### src/rtl/mem_port_arbiter_if.sv
// rtl/mem_port_arbiter_if.sv - client and memory-side signal bundle of the I/D memory port arbiter
interface mem_port_arbiter_if;
    logic        i_read;
    logic [31:0] i_address;
    logic [31:0] i_rdata;
    logic        i_resp;
    logic        d_read;
    logic        d_write;
    logic [31:0] d_address;
    logic [31:0] d_wdata;
    logic [3:0]  d_byte_enable;
    logic [31:0] d_rdata;
    logic        d_resp;
    logic        mem_read;
    logic        mem_write;
    logic [31:0] mem_address;
    logic [31:0] mem_wdata;
    logic [3:0]  mem_byte_enable;
    logic [31:0] mem_rdata;
    logic        mem_resp;
    logic        timeout_err;

    // Arbiter view: serves client requests, drives the physical memory strobes.
    modport slave (
        input  i_read, i_address, d_read, d_write, d_address, d_wdata, d_byte_enable,
        input  mem_rdata, mem_resp,
        output i_rdata, i_resp, d_rdata, d_resp,
        output mem_read, mem_write, mem_address, mem_wdata, mem_byte_enable, timeout_err
    );

    // Environment view: the two requesters plus the memory itself.
    modport master (
        output i_read, i_address, d_read, d_write, d_address, d_wdata, d_byte_enable,
        output mem_rdata, mem_resp,
        input  i_rdata, i_resp, d_rdata, d_resp,
        input  mem_read, mem_write, mem_address, mem_wdata, mem_byte_enable, timeout_err
    );
endinterface

### src/rtl/mem_port_arbiter.sv
// rtl/mem_port_arbiter.sv - round-robin arbiter sharing one memory port between I-fetch and load/store
module mem_port_arbiter #(
    parameter int unsigned TIMEOUT = 1023
) (
    input  logic                clk,
    input  logic                rst,
    mem_port_arbiter_if.slave   bus
);

    typedef enum logic [1:0] {
        IDLE    = 2'd0,
        GRANT_I = 2'd1,
        GRANT_D = 2'd2
    } state_t;

    localparam logic [15:0] TIMEOUT_W = 16'(TIMEOUT);

    state_t      state;
    logic        last_grant_d;
    logic [15:0] wait_cnt;
    logic [15:0] wait_inc;
    logic        i_req;
    logic        d_req;
    logic        pick_i;
    logic        pick_d;

    assign i_req  = bus.i_read;
    assign d_req  = bus.d_read | bus.d_write;
    // Under contention the side that did not win last time goes first.
    assign pick_i = i_req & (~d_req | last_grant_d);
    assign pick_d = d_req & (~i_req | ~last_grant_d);

    assign wait_inc = (wait_cnt == 16'hFFFF) ? wait_cnt : wait_cnt + 16'd1;

    // Completion is forwarded in the same cycle mem_resp arrives; reset suppresses it.
    assign bus.i_resp  = rst & bus.mem_resp & (state == GRANT_I);
    assign bus.d_resp  = rst & bus.mem_resp & (state == GRANT_D);
    assign bus.i_rdata = bus.mem_rdata;
    assign bus.d_rdata = bus.mem_rdata;

    always_ff @(posedge clk) begin
        if (!rst) begin
            state               <= IDLE;
            last_grant_d        <= 1'b1;
            wait_cnt            <= 16'd0;
            bus.mem_read        <= 1'b0;
            bus.mem_write       <= 1'b0;
            bus.mem_address     <= 32'd0;
            bus.mem_wdata       <= 32'd0;
            bus.mem_byte_enable <= 4'd0;
            bus.timeout_err     <= 1'b0;
        end else begin
            case (state)
                IDLE: begin
                    if (pick_i) begin
                        state               <= GRANT_I;
                        last_grant_d        <= 1'b0;
                        wait_cnt            <= 16'd0;
                        bus.mem_read        <= 1'b1;
                        bus.mem_write       <= 1'b0;
                        bus.mem_address     <= bus.i_address;
                        bus.mem_wdata       <= 32'd0;
                        bus.mem_byte_enable <= 4'hF;
                    end else if (pick_d) begin
                        // A simultaneous read and write is carried out as the write.
                        state               <= GRANT_D;
                        last_grant_d        <= 1'b1;
                        wait_cnt            <= 16'd0;
                        bus.mem_read        <= ~bus.d_write;
                        bus.mem_write       <= bus.d_write;
                        bus.mem_address     <= bus.d_address;
                        bus.mem_wdata       <= bus.d_wdata;
                        bus.mem_byte_enable <= bus.d_write ? bus.d_byte_enable : 4'hF;
                    end
                end
                GRANT_I, GRANT_D: begin
                    if (bus.mem_resp) begin
                        state         <= IDLE;
                        bus.mem_read  <= 1'b0;
                        bus.mem_write <= 1'b0;
                    end else begin
                        // A stuck transaction is only flagged, never aborted.
                        wait_cnt <= wait_inc;
                        if (wait_inc >= TIMEOUT_W) begin
                            bus.timeout_err <= 1'b1;
                        end
                    end
                end
                default: begin
                    state         <= IDLE;
                    bus.mem_read  <= 1'b0;
                    bus.mem_write <= 1'b0;
                end
            endcase
        end
    end

endmodule
### src/flat_wrapper.sv
// flat-port wrapper written by rule: the top's interface ports become plain ports
module mem_port_arbiter_flat 
#(
    parameter int unsigned TIMEOUT = 1023
)
  (clk, rst, bus_i_read, bus_i_address, bus_d_read, bus_d_write, bus_d_address, bus_d_wdata, bus_d_byte_enable, bus_mem_rdata, bus_mem_resp, bus_i_rdata, bus_i_resp, bus_d_rdata, bus_d_resp, bus_mem_read, bus_mem_write, bus_mem_address, bus_mem_wdata, bus_mem_byte_enable, bus_timeout_err);
  mem_port_arbiter_if bus_i ();
  input  logic clk;
  input  logic rst;
  input wire logic [$bits(bus_i.i_read)-1:0] bus_i_read;
  input wire logic [$bits(bus_i.i_address)-1:0] bus_i_address;
  input wire logic [$bits(bus_i.d_read)-1:0] bus_d_read;
  input wire logic [$bits(bus_i.d_write)-1:0] bus_d_write;
  input wire logic [$bits(bus_i.d_address)-1:0] bus_d_address;
  input wire logic [$bits(bus_i.d_wdata)-1:0] bus_d_wdata;
  input wire logic [$bits(bus_i.d_byte_enable)-1:0] bus_d_byte_enable;
  input wire logic [$bits(bus_i.mem_rdata)-1:0] bus_mem_rdata;
  input wire logic [$bits(bus_i.mem_resp)-1:0] bus_mem_resp;
  output wire logic [$bits(bus_i.i_rdata)-1:0] bus_i_rdata;
  output wire logic [$bits(bus_i.i_resp)-1:0] bus_i_resp;
  output wire logic [$bits(bus_i.d_rdata)-1:0] bus_d_rdata;
  output wire logic [$bits(bus_i.d_resp)-1:0] bus_d_resp;
  output wire logic [$bits(bus_i.mem_read)-1:0] bus_mem_read;
  output wire logic [$bits(bus_i.mem_write)-1:0] bus_mem_write;
  output wire logic [$bits(bus_i.mem_address)-1:0] bus_mem_address;
  output wire logic [$bits(bus_i.mem_wdata)-1:0] bus_mem_wdata;
  output wire logic [$bits(bus_i.mem_byte_enable)-1:0] bus_mem_byte_enable;
  output wire logic [$bits(bus_i.timeout_err)-1:0] bus_timeout_err;
  assign bus_i.i_read = bus_i_read;
  assign bus_i.i_address = bus_i_address;
  assign bus_i.d_read = bus_d_read;
  assign bus_i.d_write = bus_d_write;
  assign bus_i.d_address = bus_d_address;
  assign bus_i.d_wdata = bus_d_wdata;
  assign bus_i.d_byte_enable = bus_d_byte_enable;
  assign bus_i.mem_rdata = bus_mem_rdata;
  assign bus_i.mem_resp = bus_mem_resp;
  assign bus_i_rdata = bus_i.i_rdata;
  assign bus_i_resp = bus_i.i_resp;
  assign bus_d_rdata = bus_i.d_rdata;
  assign bus_d_resp = bus_i.d_resp;
  assign bus_mem_read = bus_i.mem_read;
  assign bus_mem_write = bus_i.mem_write;
  assign bus_mem_address = bus_i.mem_address;
  assign bus_mem_wdata = bus_i.mem_wdata;
  assign bus_mem_byte_enable = bus_i.mem_byte_enable;
  assign bus_timeout_err = bus_i.timeout_err;
  mem_port_arbiter #(.TIMEOUT(TIMEOUT)) u_core (.clk(clk), .rst(rst), .bus(bus_i));
endmodule
### config.mk
export PLATFORM = sky130hd
export DESIGN_NAME = mem_port_arbiter_flat
export DESIGN_NICKNAME = d
export VERILOG_FILES = /design/src/rtl/mem_port_arbiter_if.sv /design/src/rtl/mem_port_arbiter.sv /design/src/flat_wrapper.sv
export SDC_FILE = /design/constraint.sdc
export NUM_CORES = 1
export LEC_CHECK = 0
export CAP_MARGIN = 10
export CORE_MARGIN = 2
export CORE_UTILIZATION = 35
export CTS_BUF_LIST = sky130_fd_sc_hd__clkbuf_8
export DETAILED_ROUTE_END_ITERATION = 12
export GPL_TIMING_DRIVEN = 0
export PLACE_DENSITY = 0.78
export SETUP_SLACK_MARGIN = 0.1
export SLEW_MARGIN = 10
export SYNTH_ARGS = -nofsm -noshare
export SYNTH_HDL_FRONTEND = slang
export SYNTH_SLANG_ARGS = --single-unit
### constraint.sdc
create_clock -name clk -period 2.16 [get_ports clk]
set_clock_uncertainty 0.2 [all_clocks]
set_input_delay 0.216 -clock clk [delete_from_list [all_inputs] [get_ports clk]]
set_output_delay 0.216 -clock clk [all_outputs]
set_load 0.02 [all_outputs]
* After elaboration in Yosys (flattened, before gate mapping)
Cells that the tools add are included.
Widths: inputs -> output; s select.
** Storage, ports and cells
- Register bits after elaboration :: 90
- Input port bits :: 138
- Output and inout port bits :: 137
** Operators by class
- $add $sub $neg :: 1
- $lt $le $gt $ge :: 1
- Equal/unequal tests :: 6
- Multiplexer cells :: 25
- Bitwise operators :: 13
- Reduce and logical (&&, ||, !) cells :: 8
** Operators with widths (number)
- $mux 32 :: 4
- $mux 16 :: 4
- $pmux 16 s2 :: 1
- $add 16x1->16 const B :: 1
- $eq 16x16->1 const B :: 1
- $ge 16x10->1 const B :: 1
- $mux 4 :: 3
- $mux 1 :: 7
- $mux 2 :: 3
- $reduce_and 3->1 :: 2
- $and 1x1->1 :: 5
- $not 1->1 :: 5
- $ne 2x2->1 const B :: 2
- $pmux 1 s2 :: 2
- $pmux 2 s2 :: 1
- $reduce_and 2->1 :: 2
- $reduce_bool 2->1 :: 2
- $ne 3x1->1 const B :: 1
- $or 1x1->1 :: 3
- $eq 2x1->1 const B :: 1
- $eq 2x2->1 const B :: 1
- $logic_not 2->1 :: 1
- $reduce_or 2->1 :: 1

* Longest topological paths before layout
- Depth after elaboration :: 6
- Depth in mapped cells :: 8
- Gate-level depth less buffers :: 7

* Least setup slack after synthesis
Ideal clock, no wire load.
- Path type :: reg-to-reg
- Start :: register u_core.wait_cnt[0]
- End :: register u_core.wait_cnt[8]
- Arrival :: 1.973 ns
- Data required time :: 1.841 ns
- Path slack :: -0.132 ns
- Stages on the path, launching flop included :: 8
- Path buffers :: 1
- Period minus slack after synthesis :: 2.292 ns
- Cell sequence :: dfxtp_1 -> ha_1 -> buf_4 -> nand4_4 -> or4_4 -> and2_2 -> and3_1 -> o221a_2
** On the way
- Longest elaborated chain between the ends :: 4
- Elaborated cells between the ends (all ways) :: 5
- Those cells by class :: add/sub (1); eq/ne (1); mux (3)
** Ends and longest elaborated chain
- start, declared :: line mem_port_arbiter.sv:20 : logic [15:0] wait_cnt;
- start signal, assigned :: line mem_port_arbiter.sv:83 : wait_cnt <= wait_inc;
- $add 16x1->16 or $eq 16x16->1 (tied branches) :: line mem_port_arbiter.sv:33 : assign wait_inc = (wait_cnt == 16'hFFFF) ? wait_cnt : wait_cnt + 16'd1;
- $mux 16 (*) :: line mem_port_arbiter.sv:33
- $mux 16 (*) :: line mem_port_arbiter.sv:77 : if (bus.mem_resp) begin
- $pmux 16 s2 (*) :: line mem_port_arbiter.sv:53 : case (state)
Every way passes the cells marked *; elsewhere a longest branch is shown, timed or not. The select of a mux whose other input is x is not followed.
A chain may end at the register's enable or synchronous reset.

* Worst setup path after layout
- Start :: register u_core.wait_cnt[10]
- End :: register u_core.bus.timeout_err
** On the way
- Longest elaborated chain between the ends :: 4
- Elaborated cells between the ends (all ways) :: 5
- Those cells by class :: add/sub (1); order compare (1); eq/ne (1); mux (1); reduce/logical (1)
** Ends and longest elaborated chain
- $add 16x1->16 or $eq 16x16->1 (tied branches) :: line mem_port_arbiter.sv:33
- $mux 16 (*) :: line mem_port_arbiter.sv:33
- $ge 16x10->1 (*) :: line mem_port_arbiter.sv:84 : if (wait_inc >= TIMEOUT_W) begin
- $reduce_and 3->1 (no source line) (*)
- end signal, assigned :: line mem_port_arbiter.sv:51 : bus.timeout_err <= 1'b0;
- end signal, assigned :: line mem_port_arbiter.sv:85 : bus.timeout_err <= 1'b1;
- end, declared :: line mem_port_arbiter_if.sv:28 : output mem_read, mem_write, mem_address, mem_wdata, mem_byte_enable, timeout_err
Every way passes the cells marked *; elsewhere a longest branch is shown, timed or not.

==> reports/metrics.json <==
{
  "slew_headroom": {"value": 62.5, "unit": "%"},
  "worst_r2r_path_depth": {"value": 8},
  "area_delta_synth_final": {"value": 75.7, "unit": "%"},
  "synth_compound_gate_area_share": {"value": 19.8, "unit": "%"},
  "initial_utilization": {"value": 35.9, "unit": "%"},
  "crit_end": {"value": "u_core.bus.timeout_err"},
  "whs": {"value": 0.166, "unit": "ns"},
  "finalHoldViolCount": {"value": 0},
  "drive_gt1_share": {"value": 23.8, "unit": "%"},
  "grt_start_max_net_pins": {"value": 17},
  "status": {"value": "finished with violations"},
  "setup.reg_to_reg.worst_slack": {"value": -0.06, "unit": "ns"},
  "first_global_vias": {"value": 4877},
  "finalWeightedCongestion": {"value": 0.911},
  "crit_required": {"value": 2.26, "unit": "ns"},
  "timing.fmax": {"value": 449, "unit": "MHz"},
  "synth_area_leader_cell": {"value": "dfxtp_1"},
  "io_pins": {"value": 275},
  "hpwlAfterDp": {"value": 11.6, "unit": "mm"},
  "postRouteWirelength": {"value": 16.5, "unit": "mm"},
  "post_synth_xor_xnor_area": {"value": 0.580, "unit": "%"},
  "start_kind": {"value": "register"},
  "synth-simple-area-share": {"value": 21.9, "unit": "%"},
  "ys_warn_count": {"value": 0},
  "synth_largest_type_area_fraction": {"value": 39.8, "unit": "%"},
  "fillerInstances": {"value": 1113},
  "power_density": {"value": 673, "unit": "mW/mm^2"},
  "synth.mux.area_fraction": {"value": 1.60, "unit": "%"},
  "setup_viol_count_final": {"value": 4},
  "worstHoldPathType": {"value": "primary input to register"},
  "clk_latency": {"value": 0.39, "unit": "ns"},
  "max_cap_violation_count": {"value": 0},
  "syn-instance-count": {"value": 551},
  "cts_tree": {"value": "built"},
  "wire_length_of_the_first_global_routing_pass": {"value": 25.5, "unit": "mm"},
  "rsz0062_at_grt": {"value": "true"},
  "core": {"value": 0.0126, "unit": "mm^2"},
  "grt-ovfl-total": {"value": 0},
  "drt_pass1_iterations": {"value": 6},
  "total_leakage_power": {"value": 3.22, "unit": "nW"},
  "crit_fanout": {"value": 4},
  "htreeDepth": {"value": 3},
  "dominant_combinational_cell_family_by_area_after_synthesis": {"value": "simple AND/OR/NAND/NOR gates"},
  "total_power": {"value": 5.35, "unit": "mW"},
  "number_of_nets_produced_by_synthesis": {"value": 693},
  "asyncSetResetFlopFracSynth": {"value": 0, "unit": "%"},
  "synth_seq_cells": {"value": 90},
  "total_inserted_antenna_cells": {"value": 0},
  "cts_buffer_depth": {"value": 2},
  "detailedRoute.firstIterationViolations": {"value": 445},
  "cts_inserted_buffers": {"value": 9},
  "post-route-worst-setup-slack": {"value": -0.0650, "unit": "ns"},
  "cts_num_sinks": {"value": 90},
  "count_of_flip_flops_with_a_built_in_enable_after_synthesis": {"value": 0},
  "synth_top_cells_by_count": {"value": "dfxtp_1, nor2_1, nand2_1"},
  "clk_pin_slew": {"value": 0.10, "unit": "ns"},
  "yosysUniqueCellTypes": {"value": 57},
  "fp.dieH": {"value": 118, "unit": "um"},
  "antenna_found_initial": {"value": 0},
  "failed_checks": {"value": "setup timing"},
  "die-area": {"value": 0.0139, "unit": "mm^2"},
  "synth.cell_area": {"value": 0.00453, "unit": "mm^2"},
  "die_width": {"value": 118, "unit": "um"},
  "synthTopCellsByArea": {"value": "dfxtp_1, buf_4, nor2_1"},
  "final_core_util": {"value": 63.0, "unit": "%"},
  "grt_usage": {"value": 22.7, "unit": "%"},
  "routedWlPerCell": {"value": 16.3, "unit": "um"},
  "timing_worst_setup_path_type": {"value": "register to register"},
  "synth_flop_cell": {"value": "dfxtp_1"},
  "finalNetCount": {"value": 978},
  "critPathArrivalTime": {"value": 2.33, "unit": "ns"},
  "postSynthAreaPerCell": {"value": 8.22, "unit": "um^2"},
  "critical_path.reg2reg.startpoint": {"value": "u_core.wait_cnt[10]"},
  "maxSlewViolCount": {"value": 0},
  "number_of_core_rows": {"value": 41},
  "worst-slew-pin-transition": {"value": 0.562, "unit": "ns"},
  "via_count": {"value": 5141},
  "ant_nets": {"value": 0},
  "worst_ir_drop_vdd": {"value": 0.000701, "unit": "V"},
  "setup_total_negative_slack": {"value": -0.108, "unit": "ns"},
  "period_needed": {"value": 2.22, "unit": "ns"},
  "placed_area": {"value": 0.00720, "unit": "mm^2"},
  "synth-adder-area-share": {"value": 1.11, "unit": "%"},
  "residual_drc_count": {"value": 0},
  "rr_endpoint": {"value": "u_core.bus.timeout_err"},
  "clockRootBuffer": {"value": "clkbuf_8"},
  "synth_sequential_area_ratio": {"value": 39.8, "unit": "%"},
  "category_of_the_worst_setup_path_capture_point": {"value": "register"},
  "finalCritPeriodShare": {"value": 103, "unit": "%"},
  "detail_route.vias_per_cell": {"value": 5.08},
  "final_cell_area": {"value": 0.00795, "unit": "mm^2"},
  "startpoint_of_the_most_critical_setup_path": {"value": "u_core.wait_cnt[10]"},
  "placement.io_buffers": {"value": 242}
}
cells in the final DEF, fill, tap and decap left out, types with 3 or more instances in the layout:
cell type          n
nor2b_1            3
xor2_1             3
a21boi_1           3
nand3_1            3
buf_2              5
buf_6              7
nor3_1             8
a21oi_1            9
clkdlybuf4s50_1  239
and3_1             4
mux2i_1            5
dfxtp_1           78
clkbuf_8          11
nor2_2             3
dfxtp_2            6
a311oi_1          31
nor2_1            87
nand4_1            4
clkbuf_1          10
o21ai_0            7
buf_4             92
dfxtp_4            6
clkbuf_2          14
a22oi_1           36
nand2_1           81
repair_timing:
item	CTS	global route
pin swaps	12	19
gates cloned	1	0
hold buffers	0	0
buffers inserted	12	20
setup endpoints to repair	84	81
resized for setup	53	56
worst min path at each step:
stage	to	slack (ns)	from	cells past startpoint
5_1_grt	u_core.bus.mem_write	0.18	bus_d_write	3
6_report	u_core.bus.mem_write	0.17	bus_d_write	3
4_1_cts	u_core.bus.mem_address[4]	0.18	bus_i_address[4]	3
3_5_place_dp	u_core.bus.timeout_err	0.29	u_core.bus.timeout_err	2
2_1_floorplan	u_core.bus.mem_byte_enable[0]	0.16	bus_d_byte_enable[0]	2
3_3_place_gp	u_core.last_grant_d	0.28	u_core.last_grant_d	2
routing by layer:
| metal | vias to the layer above | wire length (um) | track usage, % |
|---|---|---|---|
| met2 | 227 | 8040 | 37.1 |
| met3 | 31 | 1470 | 7.32 |
| li1 | 2457 | - | - |
| met1 | 2426 | 6670 | 28.1 |
| met5 | - | 0 | 0 |
| met4 | 0 | 340 | 7.68 |
final cells by class:
| type | instances | area [um^2] | area share, % |
|---|---|---|---|
| clock buffers | 9 | 124 | 1.56 |
| well taps | 172 | 215 | 2.71 |
| multi-input cells | 355 | 2300 | 28.9 |
| clock inverters | 7 | 76.3 | 0.960 |
| flip-flops and latches | 90 | 1830 | 23.0 |
| inverters | 4 | 15.0 | 0.189 |
| plain buffers | 102 | 713 | 8.97 |
| repair buffers | 274 | 2680 | 33.7 |
state kept, by name, indices dropped and copies added, names as in the netlist:
signal                      cells
u_core.bus.mem_address         32
u_core.bus.mem_wdata           32
u_core.wait_cnt                16
u_core.bus.mem_byte_enable      4
u_core.state                    2
u_core.bus.mem_read             1
u_core.bus.mem_write            1
u_core.bus.timeout_err          1
u_core.last_grant_d             1
worst max-delay path: stages (launching register included):
cell and delay (ns):
dfxtp_4 0.37, nand4_1 0.24, buf_4 0.23, buf_4 0.12
buf_4 0.12, or3_1 0.35, a211oi_2 0.23, o2111ai_2 0.17
o311ai_1 0.10
kinds of logic (layout without fill, tap and decap cells):
| group | count (synthesis) | after routing |
|---|---|---|
| and+or+nand+nor | 223 | 223 |
| adders and majority gates | 4 | 4 |
| DFF | 90 | 90 |
| buffers and inverters | 106 | 396 |
| xor gates and xnor gates | 3 | 3 |
| muxes | 7 | 7 |
| AOI/OAI and AO/OA | 118 | 118 |
report_power, final:
part,total (mW),switching [mW],internal (mW)
Clock,1.24,0.691,0.545
Sequential,1.97,0.108,1.86
Combinational,2.15,1.12,1.04
Total,5.35,1.92,3.44
per-stage QoR:
stage | setup slack [ns] | instances
after floorplan | 0.0756 | 551
after detailed placement | -0.646 | 965
after global routing | -0.107 | 1013
after CTS | -0.0234 | 994
final | -0.0650 | 1013
after global placement | -0.645 | 965
No activity file was read; power rests on OpenSTA's default activity.
==> patch 1: new RTL, same flow settings <==
Make the reset (`rst`) asynchronous in one clocked block.
--- a/src/rtl/mem_port_arbiter.sv
+++ b/src/rtl/mem_port_arbiter.sv
@@ -38,7 +38,7 @@
     assign bus.i_rdata = bus.mem_rdata;
     assign bus.d_rdata = bus.mem_rdata;
 
-    always_ff @(posedge clk) begin
+    always_ff @(posedge clk or negedge rst) begin
         if (!rst) begin
             state               <= IDLE;
             last_grant_d        <= 1'b1;
Function: differs if rst is asserted again (counterexample within 4 cycles, from zero or initial values and one cycle with rst low); with rst held inactive, the same outputs for 10 cycles.
==> patch 1 against the unedited design <==
- the run ends with hold timing, setup timing left
- routed wire length decreased by 3.4%
- first-iteration DRC count is 59% lower
- via count fell by 7.1%
- cell area rose by 6.2%
- area after synthesis grew 2.4%
- global-route usage down 1.8 points
- sequential cell count unchanged
- worst setup slack lost 0.11 ns
Power is not compared: it rests on default switching activity, and its combinational part moved more than twofold at a synthesized area within 25%.
==> patch 1: results (changes against the unedited design) <==
[outcome]
status = finished with violations
violations = hold timing, setup timing

[sta]
whs_ns = -0.160  ; -0.326 ns
hold_violations = 50  ; +50
final-setup-viol-count = 9  ; +5
tightest_slew_ns = 0.391  ; -0.171 ns
fin_ws_ns = -0.172  ; -0.107 ns
finalSetupTns_ns = -0.586  ; -0.478 ns

[drt]
first_iter_violations = 182  ; -59%
wl_met3_mm = 1.45  ; -1.3%
wirelength_mm = 16.0  ; -3.4%
met2_length_mm = 8.08  ; +0.45%
met1Wirelength_mm = 5.84  ; -12%

[place]
dpl.cell_count = 886  ; -8.2%
place_congestion = 0.875  ; -4.0%
post-dp-hpwl_mm = 10.5  ; -9.5%
place_worst_setup_slack_ns = -0.804  ; -0.157 ns
place_area_um2 = 7350  ; +2.1%

[critical_path]
cp_max_fo = 6  ; +2
critPathSlowestCell = or3_4
r2r_cells = 7  ; -1
arrival_ns = 2.42  ; +0.09 ns
slowest_delay_ns = 0.40  ; +0.03 ns

[clocking]
clock_latency_ns = 0.37  ; -0.02 ns

[global_route]
use_met2_pct = 36.9  ; -0.25 points
use_met1_pct = 24.0  ; -4.1 points
met3_usage_pct = 6.85  ; -0.47 points
grt_max_degree = 54  ; +37
grt_pass1_wl_mm = 23.8  ; -6.9%

[synth]
synth_top_family_by_area = compound AO/OA/AOI/OAI gates
synthMuxAreaShare_pct = 7.40  ; +5.8 points
ys_seq_area_share_pct = 48.6  ; +8.8 points
synthAdderAreaFrac_pct = 1.08  ; -0.026 points
ys_top_cells_by_area = dfrtp_1 48%, buf_4 11%, mux2i_1 6.9%
avgSynthCellArea_um2 = 9.93  ; +21%
synth_xor_xnor_area_share_pct = 0.756  ; +0.18 points
synthesis.nets = 609  ; -12%
synth-async-reset-ratio_pct = 100  ; +100 points
synth_compound_area_share_pct = 17.1  ; -2.8 points
ys_types = 46  ; -19%

[cells_and_area]
nFillCells = 991  ; -11%
num_antenna_cells = 0  ; unchanged
stdcell_count = 943  ; -6.9%
nNetsFinal = 905  ; -7.5%
drive_above_1_share_pct = 27.6  ; +3.9 points

[hold_path]
min_path_type = input pin to asynchronous set/reset pin

patch 1: cell types whose count changed in the layout (fill, tap and decap cells not counted), moves of 7 or more:
cell,delta
a21oi_2,+10
a22o_1,+35
a22oi_1,-36
a311oi_1,-31
buf_12,+8
clkbuf_1,-8
dfrtp_1,+83
dfxtp_1,-78
mux2i_1,+27
nand2_1,-30
nor2_1,-75
o21ai_0,+34
o21ai_1,+7
patch 1: power groups by stage:
stage          sequential (mW)  combinational, mW  clock (mW)
6_report                  2.77               5.78        1.30
5_1_grt                   2.85               6.15        1.38
4_1_cts                   2.77               5.39        1.31
3_5_place_dp              2.77               4.81           0
3_3_place_gp              2.77               4.71           0
2_1_floorplan             3.49               1.84           0
patch 1: final cells by class:
class                   count  area, um2  share of cell area (%)
flip-flops and latches     90       2260                    26.8
clock buffers              10        138                    1.63
clock inverters             5       80.1                   0.948
inverters                   3       16.3                   0.193
well taps                 176        220                    2.61
plain buffers              94        723                    8.56
multi-input cells         280       2110                    25.0
repair buffers            285       2900                    34.3
patch 1: repair_timing:
action / CTS / global route
resized for setup: 88 / 53
pin swaps: 15 / 25
endpoints found under the hold margin: 89 / 50
gates cloned: 3 / 1
setup buffers: 25 / 10
endpoints found under the setup margin: 91 / 82
patch 1: worst paths after layout:
check | slack, ns | end | from
min | -0.16 | u_core.bus.mem_address[2] | rst
min in group clk | 0.24 | u_core.bus.mem_wdata[2] | bus_d_wdata[2]
max in group asynchronous | 1.02 | u_core.bus.mem_address[9] | rst
min reg2reg | 0.28 | u_core.bus.mem_byte_enable[0] | u_core.bus.mem_byte_enable[0]
max | -0.17 | u_core.bus.timeout_err | u_core.wait_cnt[12]
max reg2reg | -0.17 | u_core.bus.timeout_err | u_core.wait_cnt[12]
==> patch 2: new RTL, same flow settings <==
Made on the original files. `TIMEOUT` is set to 1023 in 2 places; all go to 511.
--- a/src/rtl/mem_port_arbiter.sv
+++ b/src/rtl/mem_port_arbiter.sv
@@ -1,6 +1,6 @@
 // rtl/mem_port_arbiter.sv - round-robin arbiter sharing one memory port between I-fetch and load/store
 module mem_port_arbiter #(
-    parameter int unsigned TIMEOUT = 1023
+    parameter int unsigned TIMEOUT = 511
 ) (
     input  logic                clk,
     input  logic                rst,
--- a/src/flat_wrapper.sv
+++ b/src/flat_wrapper.sv
@@ -1,7 +1,7 @@
 // flat-port wrapper written by rule: the top's interface ports become plain ports
 module mem_port_arbiter_flat 
 #(
-    parameter int unsigned TIMEOUT = 1023
+    parameter int unsigned TIMEOUT = 511
 )
   (clk, rst, bus_i_read, bus_i_address, bus_d_read, bus_d_write, bus_d_address, bus_d_wdata, bus_d_byte_enable, bus_mem_rdata, bus_mem_resp, bus_i_rdata, bus_i_resp, bus_d_rdata, bus_d_resp, bus_mem_read, bus_mem_write, bus_mem_address, bus_mem_wdata, bus_mem_byte_enable, bus_timeout_err);
   mem_port_arbiter_if bus_i ();
Function: no difference found for any inputs over 4 cycles, from zero or initial values and one cycle with rst low; that may be too few to reach the edited logic, so the function may still have changed.
==> patch 2 against the unedited design <==
- routed wire length up 1.0%
- the run still ends with setup timing left
- cell area fell by 1.8%
- sequential cell count unchanged
- fmax increased by 0.86%
- area after synthesis is 1.8% lower
- power increased by 2.5%
- count of clock-buffer cells in the layout is the same
- cell count decreased by 2.1%
- via count increased by 1.4%
- synthesized cell count decreased by 0.91%
- utilization fell by 0.61 points
- worst setup slack gained 0.019 ns
==> patch 2: results (changes against the unedited design) <==
[synth]
ys_types = 55  ; -3.5%
ys_top_cells_by_area = dfxtp_1 41%, buf_4 11%, nor2_1 7.2%
synthMuxAreaShare_pct = 0.225  ; -1.4 points
ys_seq_area_share_pct = 40.5  ; +0.74 points

[sta]
tightest_slew_ns = 0.555  ; -0.00720 ns
finalSetupTns_ns = -0.0459  ; +0.0621 ns
final-setup-viol-count = 1  ; -3
fin_ws_ns = -0.0459  ; +0.0190 ns

[place]
post-dp-hpwl_mm = 11.9  ; +3.0%
place_congestion = 0.916  ; +0.52%

[cells_and_area]
nFillCells = 1105  ; -0.72%
nNetsFinal = 958  ; -2.0%

[critical_path]
critPathSlowestCell = or4_4
slowest_delay_ns = 0.52  ; +0.15 ns
arrival_ns = 2.26  ; -0.07 ns
reg2reg_from = u_core.wait_cnt[0]
cp_max_fo = 5  ; +1

[hold_path]
hp-start = bus_i_address[22]

[outcome]
violations = setup timing
status = finished with violations

[drt]
dr.pass1.iters = 5  ; -1
viasPerCell = 5.26  ; +3.6%

[power]
irDropWorstVdd_v = 0.000558  ; -20%

[global_route]
grt_pass1_wl_mm = 24.0  ; -6.0%
grt_pass1_vias = 4795  ; -1.7%
grt_max_degree = 16  ; -1

[patch 2: area by class of cell]
cell class	instances	share of cell area, %
inverter	4	0.192
buffer	105	9.32
timing repair buffer	259	33.2
clock buffer	9	1.59
sequential	90	23.3
tap	172	2.75
multi-input combinational	347	28.4
clock inverter	6	1.17
[patch 2: path summary, 6_finish.rpt]
check,cells after the start,to
worst min register to register,2,u_core.bus.mem_address[9]
worst max-delay path,8,u_core.bus.timeout_err
worst min-delay path,3,u_core.bus.mem_address[22]
worst max register to register,8,u_core.bus.timeout_err
[patch 2: cell families after synthesis]
group / count (synthesis)
and+or+nand+nor: 212
AOI/OAI and AO/OA: 129
adders and majority gates: 4
DFF: 90
buffers and inverters: 109
xor gates and xnor gates: 1
muxes: 1
[patch 2: what timing repair did]
item                                   4_1_cts  5_1_grt
setup buffers                               10        4
endpoints found under the hold margin        0        0
setup endpoints to repair                   88       82
pin swaps                                   11       16
gates resized for setup                     63       50
gates cloned                                 1        2
hold buffers                                 0        0
[patch 2: where the power goes]
part / internal (mW) / switching, mW / total [mW]
clock: 0.649 / 0.667 / 1.32
combinational: 1.04 / 1.15 / 2.19
sequential: 1.86 / 0.118 / 1.98
total: 3.55 / 1.93 / 5.49
[patch 2: worst register-to-register path: cells and delay by family (launching register included)]
kind | cells | cell delay (ns)
compound gates | 3 | 0.47
flops | 1 | 0.37
simple gates | 2 | 0.66
buf+inv | 2 | 0.25
fa+ha+maj | 1 | 0.13
[patch 2: metrics by stage]
stage / hold slack (ns) / instances / setup slack, ns / instance area [um2]
final: 0.191 / 992 / -0.0459 / 7810
after global routing: 0.199 / 992 / -0.125 / 7810
after CTS: 0.179 / 986 / 0.0198 / 7620
after detailed placement: 0.291 / 960 / -0.626 / 7100
after global placement: 0.278 / 960 / -0.579 / 7100
after floorplan: 0.158 / 546 / -0.00955 / 4460
[patch 2: routing by layer]
layer / track usage (%) / routed length [um] / vias to the layer above
li1: - / - / 2423
met1: 28.1 / 6570 / 2473
met2: 37.1 / 8190 / 282
met3: 7.58 / 1630 / 37
met4: 6.98 / 307 / 0
met5: 0 / 0 / -
